==> src/rtl/qar_pkg.sv <==
// Shared QAR-Core definitions: ALU op encodings, RV32I opcode/funct fields,
// and the OP/OP-IMM decoder used by the issue stage.
package qar_pkg;

  typedef enum logic [3:0] {
    ALU_ADD = 4'd0,
    ALU_SUB = 4'd1,
    ALU_AND = 4'd2,
    ALU_OR  = 4'd3,
    ALU_XOR = 4'd4,
    ALU_SLL = 4'd5,
    ALU_SRL = 4'd6
  } alu_op_e;

  localparam logic [6:0] OPC_OP     = 7'b0110011;
  localparam logic [6:0] OPC_OP_IMM = 7'b0010011;

  localparam logic [2:0] F3_ADD = 3'b000;
  localparam logic [2:0] F3_SLL = 3'b001;
  localparam logic [2:0] F3_XOR = 3'b100;
  localparam logic [2:0] F3_SRL = 3'b101;
  localparam logic [2:0] F3_OR  = 3'b110;
  localparam logic [2:0] F3_AND = 3'b111;

  localparam logic [6:0] F7_BASE = 7'b0000000;
  localparam logic [6:0] F7_ALT  = 7'b0100000;

  typedef struct packed {
    alu_op_e op;
    logic    use_imm;
    logic    illegal;
  } dec_t;

  // Anything outside the supported ALU subset decodes as an illegal ADD bubble.
  function automatic dec_t decode(input logic [31:0] instr);
    dec_t       d;
    logic [2:0] f3;
    logic [6:0] f7;
    f3        = instr[14:12];
    f7        = instr[31:25];
    d.op      = ALU_ADD;
    d.use_imm = 1'b0;
    d.illegal = 1'b1;
    if (instr[6:0] == OPC_OP) begin
      case (f3)
        F3_ADD: begin
          if (f7 == F7_BASE) begin d.op = ALU_ADD; d.illegal = 1'b0; end
          else if (f7 == F7_ALT) begin d.op = ALU_SUB; d.illegal = 1'b0; end
        end
        F3_SLL: if (f7 == F7_BASE) begin d.op = ALU_SLL; d.illegal = 1'b0; end
        F3_SRL: if (f7 == F7_BASE) begin d.op = ALU_SRL; d.illegal = 1'b0; end
        F3_XOR: if (f7 == F7_BASE) begin d.op = ALU_XOR; d.illegal = 1'b0; end
        F3_OR:  if (f7 == F7_BASE) begin d.op = ALU_OR;  d.illegal = 1'b0; end
        F3_AND: if (f7 == F7_BASE) begin d.op = ALU_AND; d.illegal = 1'b0; end
        default: d.illegal = 1'b1;
      endcase
    end else if (instr[6:0] == OPC_OP_IMM) begin
      d.use_imm = 1'b1;
      case (f3)
        F3_ADD: begin d.op = ALU_ADD; d.illegal = 1'b0; end
        F3_XOR: begin d.op = ALU_XOR; d.illegal = 1'b0; end
        F3_OR:  begin d.op = ALU_OR;  d.illegal = 1'b0; end
        F3_AND: begin d.op = ALU_AND; d.illegal = 1'b0; end
        F3_SLL: if (f7 == F7_BASE) begin d.op = ALU_SLL; d.illegal = 1'b0; end
        F3_SRL: if (f7 == F7_BASE) begin d.op = ALU_SRL; d.illegal = 1'b0; end
        default: d.illegal = 1'b1;
      endcase
    end
    if (d.illegal) begin
      d.op      = ALU_ADD;
      d.use_imm = 1'b0;
    end
    return d;
  endfunction

endpackage

==> src/rtl/qar_regfile.sv <==
// 32 x XLEN register file: two async read ports plus a debug port, one
// synchronous write port, x0 hardwired to zero, cleared by async reset.
module qar_regfile #(
  parameter int XLEN = 32
) (
  input  logic            clk,
  input  logic            rst,
  input  logic [4:0]      ra1,
  output logic [XLEN-1:0] rd1,
  input  logic [4:0]      ra2,
  output logic [XLEN-1:0] rd2,
  input  logic [4:0]      da,
  output logic [XLEN-1:0] dd,
  input  logic            we,
  input  logic [4:0]      wa,
  input  logic [XLEN-1:0] wd
);

  logic [XLEN-1:0] mem_reg [32];

  always_ff @(posedge clk or posedge rst) begin
    if (rst) begin
      for (int i = 0; i < 32; i++) mem_reg[i] <= '0;
    end else if (we && (wa != 5'd0)) begin
      mem_reg[wa] <= wd;
    end
  end

  assign rd1 = (ra1 == 5'd0) ? '0 : mem_reg[ra1];
  assign rd2 = (ra2 == 5'd0) ? '0 : mem_reg[ra2];
  assign dd  = (da  == 5'd0) ? '0 : mem_reg[da];

endmodule

==> src/rtl/alu_issue.sv <==
// Decode/issue/writeback front end for the QAR-Core ALU: EX stage drives the
// external ALU, RET stage holds the retire record; EX result forwards to decode.
module alu_issue
  import qar_pkg::*;
#(
  parameter int XLEN        = 32,
  parameter int RETIRE_PC_W = 0
) (
  input  logic            clk,
  input  logic            rst,
  input  logic            instr_valid,
  output logic            instr_ready,
  input  logic [31:0]     instr,
  output logic [XLEN-1:0] alu_op_a,
  output logic [XLEN-1:0] alu_op_b,
  output logic [3:0]      alu_op,
  input  logic [XLEN-1:0] alu_result,
  output logic            ret_valid,
  input  logic            ret_ready,
  output logic [4:0]      ret_rd,
  output logic [XLEN-1:0] ret_data,
  output logic            ret_illegal,
  input  logic [4:0]      dbg_addr,
  output logic [XLEN-1:0] dbg_data
);

  logic            ex_valid_reg, ex_illegal_reg;
  alu_op_e         ex_op_reg;
  logic [XLEN-1:0] ex_a_reg, ex_b_reg;
  logic [4:0]      ex_rd_reg;
  logic            ret_valid_reg, ret_illegal_reg;
  logic [4:0]      ret_rd_reg;
  logic [XLEN-1:0] ret_data_reg;

  dec_t            dec_next;
  logic [4:0]      rs1, rs2;
  logic [XLEN-1:0] rf_rd1, rf_rd2, src1, src2, ex_a_next, ex_b_next;
  logic            fwd1, fwd2, advance, accept, rf_we;
  logic            unused_params;

  assign unused_params = ^{RETIRE_PC_W[0]};

  assign dec_next = decode(instr);
  assign rs1      = instr[19:15];
  assign rs2      = instr[24:20];

  assign advance     = ex_valid_reg & (~ret_valid_reg | ret_ready);
  assign instr_ready = ~ex_valid_reg | advance;
  assign accept      = instr_valid & instr_ready;
  assign rf_we       = advance & ~ex_illegal_reg & (ex_rd_reg != 5'd0);

  qar_regfile #(.XLEN(XLEN)) u_regfile (
    .clk (clk),
    .rst (rst),
    .ra1 (rs1),
    .rd1 (rf_rd1),
    .ra2 (rs2),
    .rd2 (rf_rd2),
    .da  (dbg_addr),
    .dd  (dbg_data),
    .we  (rf_we),
    .wa  (ex_rd_reg),
    .wd  (alu_result)
  );

  // The EX result is not in the register file until it advances, so a
  // dependent instruction in decode takes it straight from the ALU.
  assign fwd1 = ex_valid_reg & ~ex_illegal_reg & (ex_rd_reg != 5'd0) & (ex_rd_reg == rs1);
  assign fwd2 = ex_valid_reg & ~ex_illegal_reg & (ex_rd_reg != 5'd0) & (ex_rd_reg == rs2);
  assign src1 = fwd1 ? alu_result : rf_rd1;
  assign src2 = fwd2 ? alu_result : rf_rd2;

  always_comb begin
    ex_a_next = '0;
    ex_b_next = '0;
    if (!dec_next.illegal) begin
      ex_a_next = src1;
      ex_b_next = dec_next.use_imm ? {{(XLEN-12){instr[31]}}, instr[31:20]} : src2;
    end
  end

  always_ff @(posedge clk or posedge rst) begin
    if (rst) begin
      ex_valid_reg   <= 1'b0;
      ex_illegal_reg <= 1'b0;
      ex_op_reg      <= ALU_ADD;
      ex_a_reg       <= '0;
      ex_b_reg       <= '0;
      ex_rd_reg      <= '0;
    end else if (accept) begin
      ex_valid_reg   <= 1'b1;
      ex_illegal_reg <= dec_next.illegal;
      ex_op_reg      <= dec_next.op;
      ex_a_reg       <= ex_a_next;
      ex_b_reg       <= ex_b_next;
      ex_rd_reg      <= instr[11:7];
    end else if (advance) begin
      ex_valid_reg   <= 1'b0;
    end
  end

  always_ff @(posedge clk or posedge rst) begin
    if (rst) begin
      ret_valid_reg   <= 1'b0;
      ret_rd_reg      <= '0;
      ret_data_reg    <= '0;
      ret_illegal_reg <= 1'b0;
    end else if (advance) begin
      ret_valid_reg   <= 1'b1;
      ret_rd_reg      <= ex_rd_reg;
      ret_data_reg    <= ex_illegal_reg ? '0 : alu_result;
      ret_illegal_reg <= ex_illegal_reg;
    end else if (ret_ready) begin
      ret_valid_reg   <= 1'b0;
    end
  end

  assign alu_op_a    = ex_a_reg;
  assign alu_op_b    = ex_b_reg;
  assign alu_op      = ex_op_reg;
  assign ret_valid   = ret_valid_reg;
  assign ret_rd      = ret_rd_reg;
  assign ret_data    = ret_data_reg;
  assign ret_illegal = ret_illegal_reg;

endmodule

==> config.mk <==
export PLATFORM = sky130hd
export DESIGN_NAME = alu_issue
export DESIGN_NICKNAME = d
export VERILOG_FILES = /design/src/rtl/qar_pkg.sv /design/src/rtl/qar_regfile.sv /design/src/rtl/alu_issue.sv
export SDC_FILE = /design/constraint.sdc
export NUM_CORES = 2
export LEC_CHECK = 0
export BUFFER_PORTS_ARGS = -buffer_cell sky130_fd_sc_hd__buf_2
export CAP_MARGIN = 15
export CORE_MARGIN = 2
export CORE_UTILIZATION = 55
export CTS_CLUSTER_DIAMETER = 200
export CTS_CLUSTER_SIZE = 14
export DETAILED_ROUTE_END_ITERATION = 8
export PLACE_DENSITY = 0.7
export SYNTH_ARGS = -nofsm -noshare
export SYNTH_HDL_FRONTEND = slang
export SYNTH_SLANG_ARGS = --single-unit
==> constraint.sdc <==
create_clock -name clk -period 39.7 [get_ports clk]
set_input_delay 1.985 -clock clk [delete_from_list [all_inputs] [get_ports clk]]
set_output_delay 1.985 -clock clk [all_outputs]
set_load 0.05 [all_outputs]
==> impl_metrics.yaml <==
logic_synthesis:
  synth_flop_cell: "dfrtp_1"
  yosysTopAreaCellShare: 0.421
  yosys_register_bits: 1137
  synth.area.top_cells: "dfrtp_1, mux4_2, mux2_2"
  syn_avg_cell_area_um2: 14.6
  yosys.area.top_type: "dfrtp_1"
  syn_nets: 4709
  syn_inst: 4636
  ys_warn_count: 0
  synth_cell_types: 72
  syn_area_um2: 67500
  synth.most_common_cell: "dfrtp_1"
  synthArstFlopShare: 1.00
  synthTopCellsByCount: "dfrtp_1, mux2_2, mux4_2"
  yosysSeqAreaShare: 0.421
  synth_edf_count: 0
worst_hold_path:
  min_path_type: "flop to flop"
  min_from: "u_regfile.mem_reg[1022]$_DFFE_PP0P_"
cells_and_area:
  n_fill_cell: 9428
  largest_reg_flops: 1024
  synthToLayoutAreaGrowth_pct: 6.13
  final_cells: 6150
  drive_gt1_frac: 0.498
  fin_nets: 4590
  multiInputGateArea_um2: 36500
  seq_area_um2: 28500
  fin_util: 0.588
global_route:
  gr-total-overflow: 0
  grt_usage: 0.367
  grt_pass1_vias: 46500
  grt_max_degree: 158
  antenna_found_initial: 9
  grt_pass1_wl_um: 333000
drt:
  finalWirelength_um: 230000
  vias: 46700
  drt-vias-per-instance: 7.59
  ant_nets: 0
  post_drt_wl_per_cell_um: 37.3
  dr.pass1.iters: 7
  drt_iter0_markers: 6439
  route.detailed.drc: 0
die:
  start_util: 0.554
  design.die.area_um2: 126000
  row_count: 128
  design.core.area_um2: 122000
  die_w_um: 354
  die_h_um: 354
  pin_count: 213
clock_tree:
  cts-root-buf: "clkbuf_16"
  postCtsSetupBuffers: 0
  cts_buffer_depth: 3
  h-tree-depth: 3
  path_clk_slew_ns: 0.06
  cts_num_sinks: 1137
  cts_tree: "done"
  numCtsBuffers: 91
  clock_latency_ns: 0.72
  cts_resized: 0
  cts-hold-fix-buffers: 0
critical_path:
  start_kind: "input port"
  rr_startpoint: "ex_valid_reg$_DFFE_PP0P_"
  crit_required_ns: 37.72
  crit_start: "dbg_addr[1]"
  cp.arrival_ns: 5.97
  cp_max_fo: 131
  path_class: "input port to output pin"
  crit_path_end_kind: "output pin"
pwr:
  cellLeakagePower_nw: 32.3
  finalPower_w: 0.00230
  ir_drop_uv: 37.0
  p_per_area_nw_per_um2: 32.0
timing:
  grt_setup_unrepaired: "false"
  worstMarginPinSlew_ns: 1.22
  drv_slew: 0
  hold_viol: 0
  fmax_mhz: 126
  fin_crit_ns: 7.95
  fin_crit_sh: 0.200
  tns_ns: 0
  setup_violations: 0
  finClkSkew_ns: 0.0333
  slew_headroom: 0.187
placement:
  dp.cells: 6048
  port_buffers: 211
  dp.final_hpwl_um: 133000
  gp_congestion: 0.888
run:
  drv_cap: 0
run_status:
  status: "finished, final reports clean"
## cell type report
cell class                 instances  share of cell area
antenna                            1           0.0000349
clock inverter                     5            0.000978
clock buffer                      95              0.0329
timing repair buffer             324              0.0289
inverter                          41             0.00225
tap                             1625              0.0284
sequential                      1137               0.397
multi-input combinational       2922               0.510
## path summary, 6_finish.rpt
check,end,slack (ns),cells past startpoint
setup / recovery,dbg_data[0],31.75,8
hold / removal,u_regfile.mem_reg[1022]$_DFFE_PP0P_,0.41,0
setup reg to reg,u_regfile.mem_reg[716]$_DFFE_PP0P_,35.42,6
hold reg to reg,u_regfile.mem_reg[1022]$_DFFE_PP0P_,0.41,0
max in group asynchronous,u_regfile.mem_reg[635]$_DFFE_PP0P_,33.60,7
min in group asynchronous,u_regfile.mem_reg[943]$_DFFE_PP0P_,1.38,2
## layer usage
layer | GRT usage | share of wire
met1 | 0.501 | 0.37
met2 | 0.539 | 0.45
met3 | 0.113 | 0.13
met5 | 0 | 0.00040
met4 | 0.180 | 0.058
## worst max-delay path, stage by stage
cell	delay (ns)
buf_8	0.49
buf_4	0.75
buf_12	0.67
mux4_2	0.36
mux4_2	0.22
inv_1	0.04
o21ai_0	0.81
buf_2	0.42
## placed cells by master (no fill, tap or decap), types with 41 or more instances in the layout
cell type	netlist	layout
dfrtp_1	1137	1136
mux2_2	1027	1027
mux4_2	730	730
buf_2	197	200
nand2_1	208	197
mux2i_1	159	159
o22ai_1	110	110
buf_4	46	110
clkbuf_16	0	94
a22oi_1	64	64
o21ai_0	53	53
nor2_1	75	52
o21ai_1	47	47
nand2b_1	47	45
a211oi_1	41	41
## kinds of logic (layout without fill, tap and decap cells)
group,count (synthesis),in the layout,synth area share
XOR/XNOR,10,10,0.00130
flip-flops,1137,1137,0.421
AND/OR/NAND/NOR,436,436,0.0310
multiplexers,1948,1948,0.448
other,1,2,0.0000555
AO/OA/AOI/OAI,527,527,0.0552
buffers and inverters,577,465,0.0427
## power breakdown
| group | switching [W] | internal [W] |
|---|---|---|
| clock | 0.000436 | 0.000419 |
| sequential | 0.0000153 | 0.00117 |
| combinational | 0.000171 | 0.0000820 |
| total | 0.000622 | 0.00167 |
## through the flow
stage          area [um^2]  setup slack (ns)  hold WS [ns]
2_1_floorplan        67500              5.69         0.458
3_3_place_gp         69200             31.87         0.395
3_5_place_dp         69200             31.86         0.402
4_1_cts              71600             31.86         0.417
5_1_grt              71700             31.64         0.436
6_report             71700             31.75         0.413
Note: power is estimated with default switching activity, not from simulation.
